--- config.mk ---
export PLATFORM = sky130hd
export DESIGN_NAME = seg_scan_driver
export DESIGN_NICKNAME = d
export VERILOG_FILES = /design/src/rtl/seg_pkg.sv /design/src/rtl/hex7seg.sv /design/src/rtl/seg_scan_driver.sv
export SDC_FILE = /design/constraint.sdc
export NUM_CORES = 1
export LEC_CHECK = 0
export CORE_UTILIZATION = 30
export CTS_CLUSTER_DIAMETER = 30
export DETAILED_ROUTE_END_ITERATION = 10
export MAX_ROUTING_LAYER = met4
export SYNTH_ARGS = -nofsm -noshare
export SYNTH_HDL_FRONTEND = slang
export SYNTH_SLANG_ARGS = --single-unit
--- constraint.sdc ---
create_clock -name clk -period 8.1 [get_ports clk]
set_clock_uncertainty 0.1 [all_clocks]
set_input_delay 1.62 -clock clk [delete_from_list [all_inputs] [get_ports clk]]
set_output_delay 1.62 -clock clk [all_outputs]
set_load 0.05 [all_outputs]
--- src/rtl/seg_pkg.sv ---
// Shared types and constants for the multiplexed 7-segment scan driver.
// Segment codes are active-low and ordered {g,f,e,d,c,b,a}.
package seg_pkg;

  typedef enum logic {
    GAP = 1'b0,
    ON  = 1'b1
  } state_t;

  localparam logic [6:0] SEG_BLANK = 7'b1111111;

  // Packed table: entry 0 sits in the low bits, so the list runs F down to 0.
  localparam logic [15:0][6:0] HEX_SEG = {
    7'b0001110, 7'b0000110, 7'b0100001, 7'b1000110,
    7'b0000011, 7'b0001000, 7'b0010000, 7'b0000000,
    7'b1111000, 7'b0000010, 7'b0010010, 7'b0011001,
    7'b0110000, 7'b0100100, 7'b1111001, 7'b1000000
  };

  function automatic int cnt_width(input int digit_cycles, input int gap_cycles);
    int m;
    m = 2;
    if (digit_cycles > m) m = digit_cycles;
    if (gap_cycles > m) m = gap_cycles;
    return $clog2(m);
  endfunction

endpackage

--- src/rtl/hex7seg.sv ---
// Combinational 4-bit hex to active-low 7-segment decoder.
module hex7seg
  import seg_pkg::*;
(
  input  logic [3:0] digit,
  output logic [6:0] seg
);

  assign seg = HEX_SEG[digit];

endmodule

--- src/rtl/seg_scan_driver.sv ---
// Time-multiplexed common-anode display driver with dead time, leading-zero
// suppression and frame-synchronous double buffering of the shown value.
module seg_scan_driver
  import seg_pkg::*;
#(
  parameter int NUM_DIGITS   = 4,
  parameter int DIGIT_CYCLES = 50000,
  parameter int GAP_CYCLES   = 500
) (
  input  logic                    clk,
  input  logic                    rst_n,
  input  logic [4*NUM_DIGITS-1:0] valueIn,
  input  logic [NUM_DIGITS-1:0]   dpIn,
  input  logic                    loadIn,
  input  logic                    lzsEn,
  input  logic                    blankIn,
  output logic [6:0]              segOut,
  output logic                    dpOut,
  output logic [NUM_DIGITS-1:0]   anOut,
  output logic                    frameDone
);

  localparam int CNT_W = cnt_width(DIGIT_CYCLES, GAP_CYCLES);
  localparam int IDX_W = (NUM_DIGITS > 1) ? $clog2(NUM_DIGITS) : 1;
  localparam logic [CNT_W-1:0] DIG_LAST = CNT_W'(DIGIT_CYCLES - 1);
  localparam logic [CNT_W-1:0] GAP_LAST = (GAP_CYCLES > 0) ? CNT_W'(GAP_CYCLES - 1) : '0;
  localparam logic [IDX_W-1:0] IDX_LAST = IDX_W'(NUM_DIGITS - 1);
  localparam state_t INIT_STATE = (GAP_CYCLES == 0) ? ON : GAP;

  state_t                  state, state_nx;
  logic [IDX_W-1:0]        idx, idx_nx;
  logic [CNT_W-1:0]        cnt, cnt_nx;
  logic                    wrap;
  logic [4*NUM_DIGITS-1:0] pend_val, pend_val_nx, act_val, act_val_nx;
  logic [NUM_DIGITS-1:0]   pend_dp, pend_dp_nx, act_dp, act_dp_nx;
  logic [3:0]              digit;
  logic [6:0]              dec_seg;
  logic                    suppress;
  logic [NUM_DIGITS-1:0]   an_nx;
  logic [6:0]              seg_nx;
  logic                    dp_nx;

  always_ff @(posedge clk) begin
    if (!rst_n) begin
      state     <= INIT_STATE;
      idx       <= '0;
      cnt       <= '0;
      pend_val  <= '0;
      pend_dp   <= '0;
      act_val   <= '0;
      act_dp    <= '0;
      anOut     <= '1;
      segOut    <= SEG_BLANK;
      dpOut     <= 1'b1;
      frameDone <= 1'b0;
    end else begin
      state     <= state_nx;
      idx       <= idx_nx;
      cnt       <= cnt_nx;
      pend_val  <= pend_val_nx;
      pend_dp   <= pend_dp_nx;
      act_val   <= act_val_nx;
      act_dp    <= act_dp_nx;
      anOut     <= an_nx;
      segOut    <= seg_nx;
      dpOut     <= dp_nx;
      frameDone <= wrap;
    end
  end

  always_comb begin
    state_nx = state;
    idx_nx   = idx;
    cnt_nx   = cnt + 1'b1;
    wrap     = 1'b0;
    case (state)
      GAP: begin
        if (cnt == GAP_LAST) begin
          state_nx = ON;
          cnt_nx   = '0;
        end
      end
      ON: begin
        if (cnt == DIG_LAST) begin
          cnt_nx   = '0;
          state_nx = (GAP_CYCLES == 0) ? ON : GAP;
          wrap     = (idx == IDX_LAST);
          idx_nx   = (idx == IDX_LAST) ? '0 : idx + 1'b1;
        end
      end
      default: begin
        state_nx = INIT_STATE;
        cnt_nx   = '0;
      end
    endcase
  end

  // A load coinciding with the wrap edge feeds active directly via pend_*_nx.
  always_comb begin
    pend_val_nx = loadIn ? valueIn : pend_val;
    pend_dp_nx  = loadIn ? dpIn : pend_dp;
    act_val_nx  = act_val;
    act_dp_nx   = act_dp;
    if (wrap) begin
      act_val_nx = pend_val_nx;
      act_dp_nx  = pend_dp_nx;
    end
  end

  assign digit = act_val_nx[{idx_nx, 2'b00} +: 4];

  hex7seg u_hex7seg (
    .digit (digit),
    .seg   (dec_seg)
  );

  // Outputs are computed from next-cycle state so they change on the entry edge.
  always_comb begin
    suppress = lzsEn && (idx_nx != '0);
    for (int k = 0; k < NUM_DIGITS; k++) begin
      if (k >= int'(idx_nx) && (act_val_nx[4*k +: 4] != 4'h0 || act_dp_nx[k]))
        suppress = 1'b0;
    end
    an_nx  = '1;
    seg_nx = SEG_BLANK;
    dp_nx  = 1'b1;
    if (state_nx == ON) begin
      if (!blankIn) an_nx[idx_nx] = 1'b0;
      if (!suppress) begin
        seg_nx = dec_seg;
        dp_nx  = ~act_dp_nx[idx_nx];
      end
    end
  end

endmodule
==> impl_results.md, run 1 <==
- Worst-path fanout max: 20
- Status: finished clean
- Synth Area in Adders: 2.53%
- Mean Syn Cell Area: 9.53 µm²
- Final std cells w/o fill: 539
- Gate Count Post-Synth: 363
- Static Leak: 1.65 nW
- Boundary Pins: 38
- Num CTS Buffers: 9
- Largest net degree at the start of global routing: 46
- H-tree levels: 3
- Unique cell type count in the Yosys netlist: 61
- Final Max Tran Viols: 0
- Cts hold-fix bufs: 0
- 1st-iter DRT viols: 113
- CP required: 8.22 ns
- Min-Delay Startpoint: cnt[0]
- Site Rows: 38
- IO Port Bufs: 37
- Minimum clock period: 4.52 ns
- CP arrival: 4.63 ns
- Post-synth net total: 395
- Max Buffers Root-to-Sink: 2
- Power after layout: 0.800 mW
- DRT Wirelength: 7250 µm
- Core region area: 0.0110 mm²
- Register bit total from synthesis: 72
- RSZ-0062 raised after global routing: false
- Register area share after synthesis: 41.7%
- Synth async-reset ratio: 0%
- Final TNS setup: 0 ns
- Final Cycle Share: 55.8%
- Synth Area in Compound Gates: 12.6%
- Hold path cells: 1
- Global-route wire length before repair: 12000 µm
- Drt pass-1 iters: 4
- # placed instances: 524
- Mean number of vias per cell: 4.88
- Flop2flop setup slack: 4.20 ns
- R2r startpoint: cnt[0]
- Post-CTS setup buffers: 0
- Setup violators final: 0
- Initial Util: 31.4%
- Tightest Pin Transition: 0.782 ns
- XOR/XNOR Fraction of Synth Area: 3.29%
- Post-Syn Area: 0.00346 mm²
- CP Class: in -> reg
- Clock Latency Late Sink: 0.33 ns
- Number of remaining DRC errors: 0
- Die X: 109 µm
- Vias in the first global route: 2495
- Syn-to-layout area delta: 21.8%
- CTS tree: yes
- DR WL/cell: 13.4 µm
- Most frequent cells in the layout: dfxtp_1, clkdlybuf4s50_1, and2_1, nor2_1, nand2_1
- Nets@finish: 427
- Grt total ovfl: 0
- Die area: 0.0120 mm²
- R2r endpoint: segOut[6]
- Via count: 2633
- Hold path endpoint: cnt[0]
- Final Util: 38.2%
- Die Ht: 109 µm
- Post-DP HPWL: 5250 µm
- Element type at the critical path end: register
- Top_reg_cell synth: dfxtp_1
- Post-synth EDFFs: 0
- Max-cap violations: 0
- Power Density: 190 mW/mm²
- Largest family of logic cells by synthesized area: simple AND/OR/NAND/NOR gates
- GRT Total Usage: 13.6%
- Cell depth of the worst flop-to-flop path: 11
- Clock sinks: 72
- Clock transition at path regs: 0.06 ns
- Fmax: 221 MHz
- Post-CTS Resized: 0
- Hold Vio Cnt, Final: 0
- Share of cells above drive strength 1: 13.3%
- Commonest non-fill, non-tap cell in the layout: dfxtp_1
- Min Hold Slack: 0.367 ns
- GPL Wtd Cong: 0.859
- Max VDD drop: 0.000108 V
- Initial antenna violation count: 0
- ANT cells: 0
- Worst min path class: reg -> reg
- YS warnings: 0
- Slew headroom: 47.8%
- Synth Area in Simple Gates: 24.8%
- CTS root buf: clkbuf_16
- Multiplexer area fraction after synthesis: 11.1%
- Setup crit start kind: input port
- Antenna viol nets, final: 0
-- power by group --
group	switching, mW	internal (mW)	total [mW]
registers	0.00253	0.361	0.364
logic	0.0145	0.0223	0.0367
clock network	0.146	0.254	0.400
total	0.163	0.637	0.800
-- registers in the layout, indices dropped and copies added, names as in the netlist --
signal     count
segOut         7
cnt           16
dpOut          1
anOut          4
act_dp         4
act_val       16
idx            2
state          1
frameDone      1
pend_dp        4
pend_val      16
-- synthesized netlist by cell type, types with 2 or more instances --
| cell | number | area (µm²) |
|---|---|---|
| a21boi_0 | 2 | 15.0 |
| a21oi_1 | 3 | 15.0 |
| a221o_2 | 3 | 33.8 |
| a22oi_1 | 5 | 37.5 |
| a31oi_1 | 2 | 12.5 |
| and2_1 | 30 | 188 |
| and2_2 | 2 | 15.0 |
| and3_1 | 4 | 25.0 |
| buf_2 | 3 | 15.0 |
| buf_4 | 2 | 15.0 |
| buf_6 | 3 | 33.8 |
| clkbuf_1 | 8 | 30.0 |
| dfxtp_1 | 72 | 1440 |
| ha_1 | 7 | 87.6 |
| inv_1 | 7 | 26.3 |
| mux2_2 | 16 | 180 |
| mux2i_1 | 19 | 190 |
| nand2_1 | 22 | 82.6 |
| nand3_1 | 20 | 100 |
| nand4_1 | 4 | 25.0 |
| nor2_1 | 30 | 113 |
| nor2b_1 | 21 | 131 |
| nor3_1 | 6 | 30.0 |
| nor4_1 | 2 | 12.5 |
| o211ai_1 | 2 | 15.0 |
| o21ai_0 | 18 | 90.1 |
| o21ai_1 | 2 | 10.0 |
| or2_2 | 2 | 12.5 |
| or3_1 | 3 | 18.8 |
| xnor2_1 | 6 | 52.6 |
| xor2_1 | 7 | 61.3 |
-- worst max-delay path, cell delays in order --
cell,delay (ns)
clkdlybuf4s50_1,0.46
buf_4,0.29
mux2_2,0.39
mux2_2,0.29
a2111oi_2,0.59
inv_1,0.18
ha_1,0.27
inv_1,0.09
o21ai_0,0.09
a221o_2,0.36
-- layer usage --
metal / vias up / GRT usage, % / routed length [µm]
li1: 1322 / - / -
met1: 1249 / 16.2 / 3360
met2: 52 / 21.8 / 3400
met3: 10 / 4.27 / 389
met4: 0 / 4.00 / 93
met5: - / - / 0
-- worst max path at each step --
stage / from / to / slack, ns / cells after the start
2_1_floorplan: loadIn / segOut[6] / 3.92 / 11
3_3_place_gp: loadIn / segOut[6] / 3.27 / 10
3_5_place_dp: loadIn / segOut[6] / 3.21 / 10
4_1_cts: loadIn / segOut[6] / 3.56 / 10
5_1_grt: loadIn / segOut[6] / 3.42 / 10
6_report: loadIn / segOut[6] / 3.58 / 10
-- cells by family after synthesis --
family                   after synthesis
flip-flops                            72
XOR/XNOR                              13
AND/OR/NAND/NOR                      156
AO/OA/AOI/OAI                         54
adder cells (fa/ha/maj)                7
multiplexers                          36
buffers and inverters                 25
-- layout make-up --
type,count,area [µm²]
fillers,1111,6820
multi-input cells,266,1880
flip-flops and latches,72,1440
repair buffers,39,385
clock buffers,11,253
well taps,140,175
clock inverters,4,53.8
inverters,7,26.3
-- through the flow --
stage,setup WS [ns],area [µm²]
2_1_floorplan,3.92,3460
3_3_place_gp,3.27,3910
3_5_place_dp,3.21,3910
4_1_cts,3.56,4210
5_1_grt,3.42,4210
6_report,3.58,4210
Power figures use the tool's default switching activity.
==> run 2, diff against run 1 <==
==> constraint.sdc (replaced) <==
create_clock -name clk -period 3.8 [get_ports clk]
set_clock_uncertainty 0.1 [all_clocks]
set_input_delay 0.76 -clock clk [delete_from_list [all_inputs] [get_ports clk]]
set_output_delay 0.76 -clock clk [all_outputs]
set_load 0.05 [all_outputs]
==> impl_results.md, run 2 (synthesized netlist as in run 1, its figures left out) <==
- Status: finished clean
- Static Leak: 1.67 nW
- Worst min path class: reg -> reg
- WL met2: 3470 µm
- Share of cells above drive strength 1: 14.5%
- Commonest non-fill, non-tap cell in the layout: dfxtp_1
- GPL Wtd Cong: 0.828
- Tightest Pin Transition: 0.609 ns
- ANT cells: 0
- Fmax: 299 MHz
- Final Max Tran Viols: 0
- Grt total ovfl: 0
- Initial Util: 31.4%
- M1 wire length: 3610 µm
- Min-Delay Startpoint: cnt[0]
- Post-CTS Resized: 0
- R2r endpoint: segOut[6]
- Max VDD drop: 0.000235 V
- Hold path endpoint: cnt[0]
- Clock transition at path regs: 0.06 ns
- Nets@finish: 435
- Post-CTS setup buffers: 0
- Die area: 0.0120 mm²
- Die X: 109 µm
- Mean number of vias per cell: 4.82
- RSZ-0062 raised after global routing: false
- H-tree levels: 3
- Slew headroom: 59.3%
- Post-DP HPWL: 5500 µm
- Critical Path Most Common Cell: inv_1
- Cts hold-fix bufs: 0
- CP required: 3.92 ns
- Core region area: 0.0110 mm²
- Slowest CP cell: clkdlybuf4s50_1
- Global-route wire length before repair: 12500 µm
- Via count: 2639
- Hold path cells: 1
- Clock sinks: 72
- CP Class: in -> reg
- Cell depth of the worst flop-to-flop path: 13
- Largest net degree at the start of global routing: 44
- CP Cell Sequence: clkdlybuf4s50_1, buf_4, mux2_2, mux2i_1, o22ai_1, a211oi_2, inv_1, ha_1, inv_1, o21ai_0, a221o_2
- Number of remaining DRC errors: 0
- CTS tree: yes
- Routed wire length on met3: 272 µm
- R2r startpoint: cnt[0]
- IO Port Bufs: 37
- Minimum clock period: 3.35 ns
- Final TNS setup: 0 ns
- # placed instances: 532
- Flop2flop setup slack: 0.52 ns
- CP max stage delay: 0.65 ns
- Element type at the critical path end: register
- Setup crit start kind: input port
- Clock Latency Late Sink: 0.33 ns
- Boundary Pins: 38
- GRT Total Usage: 14.2%
- Drt pass-1 iters: 4
- Die Ht: 109 µm
- Worst-path fanout max: 11
- Largest regs: act_val (16), cnt (16), pend_val (16)
- Most frequent cells in the layout: dfxtp_1, clkdlybuf4s50_1, and2_1, nor2_1, nand2_1
- Final Util: 38.5%
- DR WL/cell: 13.7 µm
- Final std cells w/o fill: 547
- Vias in the first global route: 2604
- CP arrival: 3.47 ns
- Power Density: 384 mW/mm²
- Site Rows: 38
- Syn-to-layout area delta: 22.6%
- Setup violators final: 0
- CTS root buf: clkbuf_16
- Top Layer Used: met4
- Area of the multi-input gates: 0.00188 mm²
- Max-cap violations: 0
- Register area: 0.00144 mm²
- Initial antenna violation count: 0
- Max Buffers Root-to-Sink: 2
- Final Cycle Share: 88.2%
- Fill cell count: 1136
- Num CTS Buffers: 9
- Antenna viol nets, final: 0
- 1st-iter DRT viols: 75
- DRT Wirelength: 7500 µm
- Hold Vio Cnt, Final: 0
run 2: cell count changes in the layout (fill, tap and decap cells not counted):
cell       before  now
buf_4           2   10
bufinv_16       1    0
clkbuf_1        0    2
clkinv_4        1    0
run 2: per-layer routing:
metal | vias to the layer above | GRT usage [%]
met5 | - | -
li1 | 1343 | -
met3 | 13 | 3.73
met1 | 1244 | 16.7
met2 | 39 | 22.7
met4 | 0 | 6.38
run 2: worst max-delay path: cells and delay by family:
| kind | cells | cell delay [ns] |
|---|---|---|
| buffers and inverters | 4 | 1.12 |
| AOI/OAI and AO/OA | 4 | 0.79 |
| muxes | 2 | 0.58 |
| adders and majority gates | 1 | 0.21 |
run 2: layout make-up:
type	instances	area share, %
timing repair buffer	47	10.5
sequential	72	34.0
multi-input combinational	266	44.3
clock buffer	13	6.13
clock inverter	2	0.354
inverter	7	0.619
tap	140	4.13
run 2: worst max-delay path by stage:
stage,startpoint,endpoint
after floorplan,loadIn,segOut[6]
after global placement,loadIn,segOut[3]
after detailed placement,loadIn,segOut[6]
after CTS,loadIn,segOut[6]
after global routing,loadIn,segOut[6]
final,loadIn,segOut[6]
run 2: power by group:
| group | leakage (nW) | total [mW] | switching [mW] | internal, mW |
|---|---|---|---|---|
| Clock | 0.128 | 0.776 | 0.302 | 0.474 |
| Combinational | 0.957 | 0.0795 | 0.0314 | 0.0481 |
| Sequential | 0.585 | 0.776 | 0.00550 | 0.771 |
run 2: stage by stage:
step	cell area (µm²)	power (mW)	setup slack, ns	hold WS, ns
global route	4240	1.69	0.231	0.380
floorplan	3460	0.835	0.478	0.330
CTS	4240	1.66	0.455	0.364
finish	4240	1.63	0.450	0.359
global placement	3970	0.872	0.158	0.343
detailed placement	3970	0.874	0.0887	0.353
==> run 3, diff against run 2 <==
--- a/config.mk
+++ b/config.mk
@@ -6,7 +6,7 @@
 export NUM_CORES = 1
 export LEC_CHECK = 0
 export CORE_UTILIZATION = 30
-export CTS_CLUSTER_DIAMETER = 30
+export CTS_CLUSTER_DIAMETER = 150
 export DETAILED_ROUTE_END_ITERATION = 10
 export MAX_ROUTING_LAYER = met4
 export SYNTH_ARGS = -nofsm -noshare
==> constraint.sdc (replaced) <==
create_clock -name clk -period 3.6 [get_ports clk]
set_clock_uncertainty 0.1 [all_clocks]
set_input_delay 0.72 -clock clk [delete_from_list [all_inputs] [get_ports clk]]
set_output_delay 0.72 -clock clk [all_outputs]
set_load 0.05 [all_outputs]
==> impl_results.md, run 3 (synthesized netlist as in run 1, its figures left out) <==
- Status: finished clean
- Mean number of vias per cell: 4.83
- Clock Latency Late Sink: 0.34 ns
- Setup violators final: 0
- Site Rows: 38
- Power Density: 419 mW/mm²
- P_int: 1.42 mW
- Die area: 0.0120 mm²
- Largest regs: act_val (16), cnt (16), pend_val (16)
- Hold Vio Cnt, Final: 0
- Final Cycle Share: 91.7%
- Static Leak: 1.72 nW
- Fmax: 303 MHz
- WP buf/inv: 4
- Die Ht: 109 µm
- Worst-path fanout max: 14
- CP arrival: 3.42 ns
- Comb power frac: 4.7%
- Worst min path class: reg -> reg
- Clock power frac: 50.1%
- Share of cells above drive strength 1: 16.6%
- CP required: 3.72 ns
- CP Class: in -> reg
- H-tree levels: 3
- RSZ-0062 raised after global routing: false
- Switching Fraction: 21.5%
- Post-CTS Resized: 0
- CTS root buf: clkbuf_16
- Max VDD drop: 0.000288 V
- ANT cells: 0
- Largest net degree at the start of global routing: 44
- Vias in the first global route: 2772
- Drt pass-1 iters: 4
- Die X: 109 µm
- Worst path depth: 11
- Tightest Pin Transition: 0.586 ns
- DRT Wirelength: 7730 µm
- Slew headroom: 60.8%
- Boundary Pins: 38
- Minimum clock period: 3.30 ns
- Antenna viol nets, final: 0
- Min Hold Slack: 0.363 ns
- GPL Wtd Cong: 0.850
- DR WL/cell: 13.9 µm
- Nets@finish: 442
- Hold path cells: 1
- Clock sinks: 72
- Num CTS Buffers: 9
- Critical Path Most Common Cell: inv_1
- Commonest non-fill, non-tap cell in the layout: dfxtp_1
- Initial antenna violation count: 0
- Number of remaining DRC errors: 0
- Final Max Tran Viols: 0
- Cts hold-fix bufs: 0
- Placed standard-cell area: 0.00402 mm²
- CTS tree: yes
- CP Cell Sequence: clkdlybuf4s50_1, buf_4, mux2_2, mux2i_1, o22ai_1, a211oi_2, inv_1, ha_1, inv_1, o21ai_0, a221o_2
- Element type at the critical path end: register
- Syn-to-layout area delta: 25.1%
- Max-cap violations: 0
- Post-CTS setup buffers: 0
- Initial Util: 31.4%
- Cell depth of the worst flop-to-flop path: 12
- Seq pwr share: 45.2%
- Slowest CP cell: clkdlybuf4s50_1
- Core region area: 0.0110 mm²
- Delay-heaviest family, CP: buffers and inverters
- Clock transition at path regs: 0.06 ns
- Post-DP HPWL: 5750 µm
- Psw: 0.389 mW
- 1st-iter DRT viols: 141
- Most frequent cells in the layout: dfxtp_1, clkdlybuf4s50_1, and2_1, nor2_1, nand2_1
- Via count: 2681
- Global-route wire length before repair: 13300 µm
- CP max stage delay: 0.62 ns
- Setup crit start kind: input port
- Max Buffers Root-to-Sink: 2
- Grt total ovfl: 0
- GRT Total Usage: 15.3%
- Finished Cell Area: 0.00433 mm²
- IO Port Bufs: 37
run 3: cell types whose count changed in the layout (fill, tap and decap cells not counted):
cell       change
bufinv_16      +1
clkbuf_8       -1
inv_6          +1
clkinv_2       +1
clkinv_4       +1
clkbuf_1       -2
buf_4          +7
run 3: through the flow:
step / cells / power [mW] / worst slack (ns) / utilization [%] / TNS, ns
after floorplan: 363 / 0.882 / 0.318 / - / 0
after global placement: 539 / 0.921 / 0.00739 / 36.4 / 0
after detailed placement: 539 / 0.923 / -0.0750 / 36.4 / -0.179
after CTS: 555 / 1.84 / 0.275 / 39.2 / 0
final: 555 / 1.81 / 0.300 / 39.2 / 0
after global routing: 555 / 1.88 / 0.0135 / 39.2 / 0
run 3: worst paths after layout:
| kind | end | slack, ns | from |
|---|---|---|---|
| setup / recovery | segOut[6] | 0.30 | loadIn |
| hold / removal | cnt[0] | 0.36 | cnt[0] |
| setup reg to reg | segOut[3] | 0.35 | cnt[0] |
| hold reg to reg | cnt[0] | 0.36 | cnt[0] |
run 3: final cells by class:
| class | count | area (µm²) |
|---|---|---|
| inverter | 7 | 26.3 |
| timing repair buffer | 54 | 498 |
| fill | 1110 | 6700 |
| multi-input combinational | 266 | 1880 |
| clock inverter | 6 | 67.6 |
| sequential | 72 | 1440 |
| tap | 140 | 175 |
| clock buffer | 10 | 239 |
run 3: layer usage:
metal	global-route usage, %	routed length (µm)	share of wire, %	up-vias
met3	4.56	342	4.4	10
met5	-	0	0	-
li1	-	-	-	1359
met2	24.8	3560	46	54
met1	17.9	3730	48	1258
met4	5.52	96	1.2	0
run 3: power by group through the flow:
stage          Combinational [mW]  Clock [mW]  Sequential (mW)
4_1_cts                    0.0868       0.930            0.819
3_3_place_gp               0.0848           0            0.836
2_1_floorplan              0.0473           0            0.835
5_1_grt                    0.0949       0.962            0.820
3_5_place_dp               0.0864           0            0.836
6_report                   0.0849       0.908            0.819
